File: src/rtl/xbar_out_port_pkg.sv
// Shared NoC definitions: flit type codes and where the type field sits in a flit.
package xbar_out_port_pkg;

  localparam int FLIT_TYPE_W = 2;

  typedef enum logic [FLIT_TYPE_W-1:0] {
    FLIT_BODY      = 2'b00,
    FLIT_TAIL      = 2'b01,
    FLIT_HEAD      = 2'b10,
    FLIT_HEAD_TAIL = 2'b11
  } flit_type_e;

  // The type field always occupies the top FLIT_TYPE_W bits of a flit.
  function automatic int type_lsb(int flit_w);
    return flit_w - FLIT_TYPE_W;
  endfunction

  function automatic logic opens_packet(flit_type_e t);
    return t[1];
  endfunction

endpackage

File: src/rtl/matrix_arb.sv
// Matrix round-robin arbiter with binary grant; priority moves only on update_i.
module matrix_arb #(
  parameter int N = 5
) (
  input  logic                 clk_i,
  input  logic                 rst_ni,
  input  logic [N-1:0]         req_i,
  input  logic                 update_i,
  output logic [$clog2(N)-1:0] grant_o
);

  localparam int W     = $clog2(N);
  localparam int PAIRS = N * (N - 1) / 2;

  // One bit per unordered pair (i<j), set when i outranks j.
  logic [PAIRS-1:0] prio;
  logic [N-1:0]     win;

  function automatic int pidx(int i, int j);
    return i * N - (i * (i + 1)) / 2 + (j - i - 1);
  endfunction

  function automatic logic beats(logic [PAIRS-1:0] p, int a, int b);
    if (a < b) return p[pidx(a, b)];
    else       return ~p[pidx(b, a)];
  endfunction

  always_comb begin
    win = req_i;
    for (int i = 0; i < N; i++) begin
      for (int j = 0; j < N; j++) begin
        if (j != i && req_i[j] && beats(prio, j, i)) win[i] = 1'b0;
      end
    end
  end

  always_comb begin
    grant_o = '0;
    for (int i = 0; i < N; i++) begin
      if (win[i]) grant_o = grant_o | W'(i);
    end
  end

  always_ff @(posedge clk_i or negedge rst_ni) begin
    if (!rst_ni) begin
      prio <= '1;
    end else if (update_i) begin
      for (int i = 0; i < N; i++) begin
        for (int j = i + 1; j < N; j++) begin
          if (grant_o == W'(i))      prio[pidx(i, j)] <= 1'b0;
          else if (grant_o == W'(j)) prio[pidx(i, j)] <= 1'b1;
        end
      end
    end
  end

endmodule

File: src/rtl/xbar_out_port.sv
// Crossbar output port: arbitrates packet heads, holds the output for multi-flit
// packets and registers the selected flit toward downstream.
module xbar_out_port
  import xbar_out_port_pkg::*;
#(
  parameter int IN_N   = 5,
  parameter int FLIT_W = 10
) (
  input  logic                    clk_i,
  input  logic                    rst_ni,
  input  logic [IN_N*FLIT_W-1:0]  data_i,
  input  logic [IN_N-1:0]         valid_i,
  output logic [IN_N-1:0]         ready_o,
  output logic [FLIT_W-1:0]       data_o,
  output logic                    valid_o,
  input  logic                    ready_i,
  output logic                    busy_o,
  output logic [$clog2(IN_N)-1:0] owner_o
);

  localparam int IDX_W    = $clog2(IN_N);
  localparam int TYPE_LSB = type_lsb(FLIT_W);

  typedef enum logic {ST_IDLE, ST_LOCKED} state_e;

  state_e           state, state_next;
  logic             out_en;
  logic [IN_N-1:0]  req;
  logic             any_req;
  logic [IDX_W-1:0] grant;
  logic [IDX_W-1:0] sel;
  logic [FLIT_W-1:0] sel_flit;
  flit_type_e       sel_type;
  logic             head_xfer;
  logic             xfer;

  assign out_en = ~valid_o | ready_i;

  always_comb begin
    req = '0;
    for (int k = 0; k < IN_N; k++) begin
      req[k] = (state == ST_IDLE) & valid_i[k] & out_en &
               opens_packet(flit_type_e'(data_i[k*FLIT_W + TYPE_LSB +: FLIT_TYPE_W]));
    end
  end

  assign any_req   = |req;
  assign head_xfer = (state == ST_IDLE) & any_req;

  matrix_arb #(.N(IN_N)) u_arb (
    .clk_i    (clk_i),
    .rst_ni   (rst_ni),
    .req_i    (req),
    .update_i (head_xfer),
    .grant_o  (grant)
  );

  assign sel = (state == ST_LOCKED) ? owner_o : grant;

  always_comb begin
    sel_flit = '0;
    for (int k = 0; k < IN_N; k++) begin
      if (sel == IDX_W'(k)) sel_flit = data_i[k*FLIT_W +: FLIT_W];
    end
  end

  assign sel_type = flit_type_e'(sel_flit[TYPE_LSB +: FLIT_TYPE_W]);

  // Only the selected input may ever see ready; in IDLE it also needs a winning head.
  always_comb begin
    ready_o = '0;
    for (int k = 0; k < IN_N; k++) begin
      if (sel == IDX_W'(k)) ready_o[k] = (state == ST_LOCKED) ? out_en : any_req;
    end
  end

  assign xfer = |(valid_i & ready_o);

  always_comb begin
    state_next = state;
    case (state)
      ST_IDLE:   if (head_xfer && sel_type == FLIT_HEAD) state_next = ST_LOCKED;
      ST_LOCKED: if (xfer && sel_type == FLIT_TAIL)      state_next = ST_IDLE;
      default:   state_next = ST_IDLE;
    endcase
  end

  always_ff @(posedge clk_i or negedge rst_ni) begin
    if (!rst_ni) begin
      state   <= ST_IDLE;
      owner_o <= '0;
      valid_o <= 1'b0;
      data_o  <= '0;
    end else begin
      state <= state_next;
      if (head_xfer) owner_o <= grant;
      if (out_en) begin
        valid_o <= xfer;
        if (xfer) data_o <= sel_flit;
      end
    end
  end

  assign busy_o = (state == ST_LOCKED);

endmodule

File: config.mk
export PLATFORM = sky130hd
export DESIGN_NAME = xbar_out_port
export DESIGN_NICKNAME = d
export VERILOG_FILES = /design/src/rtl/xbar_out_port_pkg.sv /design/src/rtl/matrix_arb.sv /design/src/rtl/xbar_out_port.sv
export SDC_FILE = /design/constraint.sdc
export NUM_CORES = 1
export LEC_CHECK = 0
export ABC_AREA = 1
export BUFFER_PORTS_ARGS = -buffer_cell sky130_fd_sc_hd__buf_2
export CAP_MARGIN = 20
export CORE_ASPECT_RATIO = 2
export CORE_MARGIN = 5
export CORE_UTILIZATION = 48
export CTS_CLUSTER_DIAMETER = 80
export CTS_CLUSTER_SIZE = 14
export DETAILED_ROUTE_END_ITERATION = 10
export GPL_TIMING_DRIVEN = 0
export PLACE_DENSITY = 0.85
export SYNTH_ARGS = -nofsm -noshare
export SYNTH_HDL_FRONTEND = slang
export SYNTH_SLANG_ARGS = --single-unit
File: constraint.sdc
create_clock -name clk_i -period 2.53 [get_ports clk_i]
set_input_delay 0.253 -clock clk_i [delete_from_list [all_inputs] [get_ports clk_i]]
set_output_delay 0.253 -clock clk_i [all_outputs]
set_load 0.01 [all_outputs]
==> results.py <==
metrics = {
    "status": {
        "status": "finished, final reports clean",
    },
    "sta": {
        "skew_ns": 0.005890,
        "hold_viol": 0,
        "timing.hold.ws_ns": 0.3214,
        "rsz0062_at_grt": "false",
        "worst_slack_ns": 0.1259,
        "setup_viol": 0,
        "slew_headroom_pct": 65.49,
        "finalCriticalPeriod_ns": 2.404,
        "setup_tns_ns": 0,
        "drv_slew": 0,
        "period_share_pct": 95.02,
        "fmax_mhz": 416.0,
        "tightest_slew_ns": 0.5176,
    },
    "min_path": {
        "hp-class": "in2reg",
        "hold_depth": 5,
    },
    "die": {
        "dieArea_sq_um": 5165,
        "die_w_um": 53.38,
        "ios": 78,
        "start_util_pct": 49.55,
        "num_rows": 31,
        "die-height_um": 96.77,
        "core_area_sq_um": 3646,
    },
    "power_and_ir_drop": {
        "p_comb_share_pct": 62.9,
        "leakage_nw": 1.390,
        "sw_frac_of_total_pct": 49.00,
        "clkPwrFrac_pct": 8.9,
        "power_density_nw_per_um2": 1145,
        "netSwitchingPower_mw": 1.320,
        "finalPower_mw": 2.693,
        "internal_power_mw": 1.374,
        "ir_worst_vdd_mv": 1.095,
        "power_frac_seq_pct": 28.2,
    },
    "critical_path": {
        "critPathLaunchType": "register",
        "crit_end": "ready_o[0]",
        "critPathCaptureType": "output port",
        "cp.arrival_ns": 2.15,
        "cp.required_ns": 2.28,
        "r2r_cells": 19,
        "crit_type": "reg2out",
        "r2r-end": "busy_o$_DFF_PN0_",
        "cp_max_fo": 8,
        "reg2reg_from": "busy_o$_DFF_PN0_",
        "critPathLaunch": "busy_o$_DFF_PN0_",
        "reg2reg_setup_slack_ns": 0.23,
    },
    "cells_and_area": {
        "final_area_sq_um": 2352,
        "fill_cells": 354,
        "drive_gt1_share_pct": 35.64,
        "antenna_cells": 0,
        "syn2layout_area_growth_pct": 30.19,
        "layout.nets": 421,
        "utilization_pct": 64.52,
        "final_cells": 411,
    },
    "clock_tree": {
        "h-tree-depth": 1,
        "cts_max_path_buffers": 2,
        "cts_tree": "yes",
        "cts-root-buf": "clkbuf_8",
        "clock_latency_ns": 0.27,
        "cts_buffers": 3,
        "clk_pin_slew_ns": 0.09,
        "clock-sinks": 25,
    },
    "global_route": {
        "grt_usage_pct": 23.09,
        "gr-total-overflow": 0,
        "grt_pass1_vias": 2050,
        "grt_antenna_before_repair": 0,
        "grt_pass1_wl_um": 8983,
        "grt_max_degree": 26,
    },
    "drt": {
        "dr_total_vias": 2102,
        "vias_per_cell": 5.114,
        "routed_wl_um": 5628,
        "drc_errors": 0,
        "drt_iter0_drc": 40,
        "detail-route-antenna-nets": 0,
        "drt_first_pass_iters": 4,
        "wl_per_cell_um": 13.69,
    },
    "synth": {
        "synthDistinctLibCells": 26,
        "synth_top_cell_by_area": "nand2_1",
        "synth_top_flop_cell": "dfrtp_1",
        "netlist_top_cells_count": "nand2_1 (113), inv_1 (31), nand3_1 (29), nor2_1 (16), dfrtp_1 (15)",
        "ys_warn_count": 0,
        "yosys.area.top_type_share_pct": 23.48,
        "synth-edff-count": 0,
        "synth_cells": 277,
        "ys_ff_latch": 25,
        "postSynthAreaPerCell_sq_um": 6.523,
        "synth_area_leaders": "nand2_1 (23%), dfrtp_1 (21%), dfstp_2 (15%)",
        "synth.most_common_cell": "nand2_1",
        "syn_area_sq_um": 1807,
        "ys_seq_area_share_pct": 35.32,
        "synthesis.nets": 335,
        "async_flop_share_pct": 100.0,
    },
    "placed_design": {
        "dp_hpwl_um": 4626,
        "placed_area_sq_um": 2253,
        "dp_slack_ns": 0.1460,
        "dp.cells": 403,
        "port-buffer-count": 77,
        "place_congestion": 0.9319,
    },
    "job": {
        "maxCapViolCount": 0,
    },
}
## power groups by stage
| stage | clock network (mW) | registers [mW] | logic (mW) |
|---|---|---|---|
| after CTS | 0.240 | 0.760 | 1.67 |
| after detailed placement | 0 | 0.763 | 1.65 |
| after global placement | 0 | 0.758 | 1.62 |
| final | 0.240 | 0.759 | 1.69 |
| after global routing | 0.262 | 0.782 | 1.88 |
| after floorplan | 0 | 0.791 | 1.10 |
## cell families (layout without fill, tap and decap cells)
group	count (synthesis)	after routing	share of synthesized area, %
AO/OA/AOI/OAI	21	21	6.025
buffers and inverters	42	127	9.972
flip-flops	25	25	35.32
AND/OR/NAND/NOR	189	189	48.68
## worst min path at each step
stage	from	end
6_report	data_i[37]	data_o[7]$_DFFE_PN0P_
5_1_grt	data_i[22]	data_o[2]$_DFFE_PN0P_
4_1_cts	data_i[37]	data_o[7]$_DFFE_PN0P_
3_5_place_dp	rst_ni	busy_o$_DFF_PN0_
3_3_place_gp	rst_ni	owner_o[2]$_DFFE_PN0P_
2_1_floorplan	rst_ni	busy_o$_DFF_PN0_
## layout by cell type (no fill, tap or decap)
| master | n |
|---|---|
| nand2_1 | 113 |
| buf_2 | 77 |
| inv_1 | 31 |
| nand3_1 | 29 |
| nor2_1 | 15 |
| dfrtp_1 | 14 |
| a21oi_1 | 10 |
| dfstp_2 | 10 |
| o21ai_0 | 7 |
| nor2_4 | 6 |
| nand2_2 | 6 |
| nor2_2 | 5 |
| buf_4 | 5 |
| inv_2 | 4 |
| nand4_1 | 4 |
| nor3_1 | 3 |
| clkbuf_8 | 3 |
| nand3_2 | 2 |
| o21ai_1 | 2 |
| nand2_4 | 2 |
| nand3_4 | 2 |
| buf_6 | 2 |
| inv_4 | 1 |
| clkinv_1 | 1 |
| nor4_1 | 1 |
| clkbuf_2 | 1 |
| or2_2 | 1 |
| o22ai_1 | 1 |
| o21a_1 | 1 |
| dfrtp_2 | 1 |
| clkinvlp_4 | 1 |
| dlygate4sd3_1 | 1 |
## timing repair
| item | CTS | global route |
|---|---|---|
| endpoints found under the setup margin | 0 | 16 |
| hold buffers | 1 | 0 |
| resized for setup | 0 | 8 |
| buffers inserted | 0 | 3 |
| hold endpoints to repair | 15 | 0 |
## layer usage
metal,track usage [%],share of wire (%),wire length (um)
met4,13.58,5.9,330
met3,5.077,7.0,393
met2,41.44,55,3109
met5,0,0,0
met1,22.18,32,1794
## critical path, cell delays in order (launching register included)
cell	delay, ns
dfrtp_2	0.47
inv_4	0.12
nand3_1	0.09
nor2_2	0.15
nand2_1	0.08
nand2_1	0.10
nor2_2	0.08
nor2_4	0.20
inv_1	0.12
nor4_1	0.30
buf_2	0.18
## cell type report
type	instances	area, sq um	share of cell area, %
multi-input cells	210	1001	42.55
flip-flops and latches	25	639.4	27.18
repair buffers	81	417.9	17.77
inverters	37	141.4	6.011
well taps	49	61.31	2.606
plain buffers	5	42.54	1.809
clock buffers	3	41.29	1.755
clock inverters	1	7.507	0.3191
## flip-flops by register name, summed over array words and instances, names as in the netlist
signal / cells
owner_o: 3
valid_o: 1
u_arb.prio: 10
busy_o: 1
data_o: 10
(Power assumes the default switching activity.)
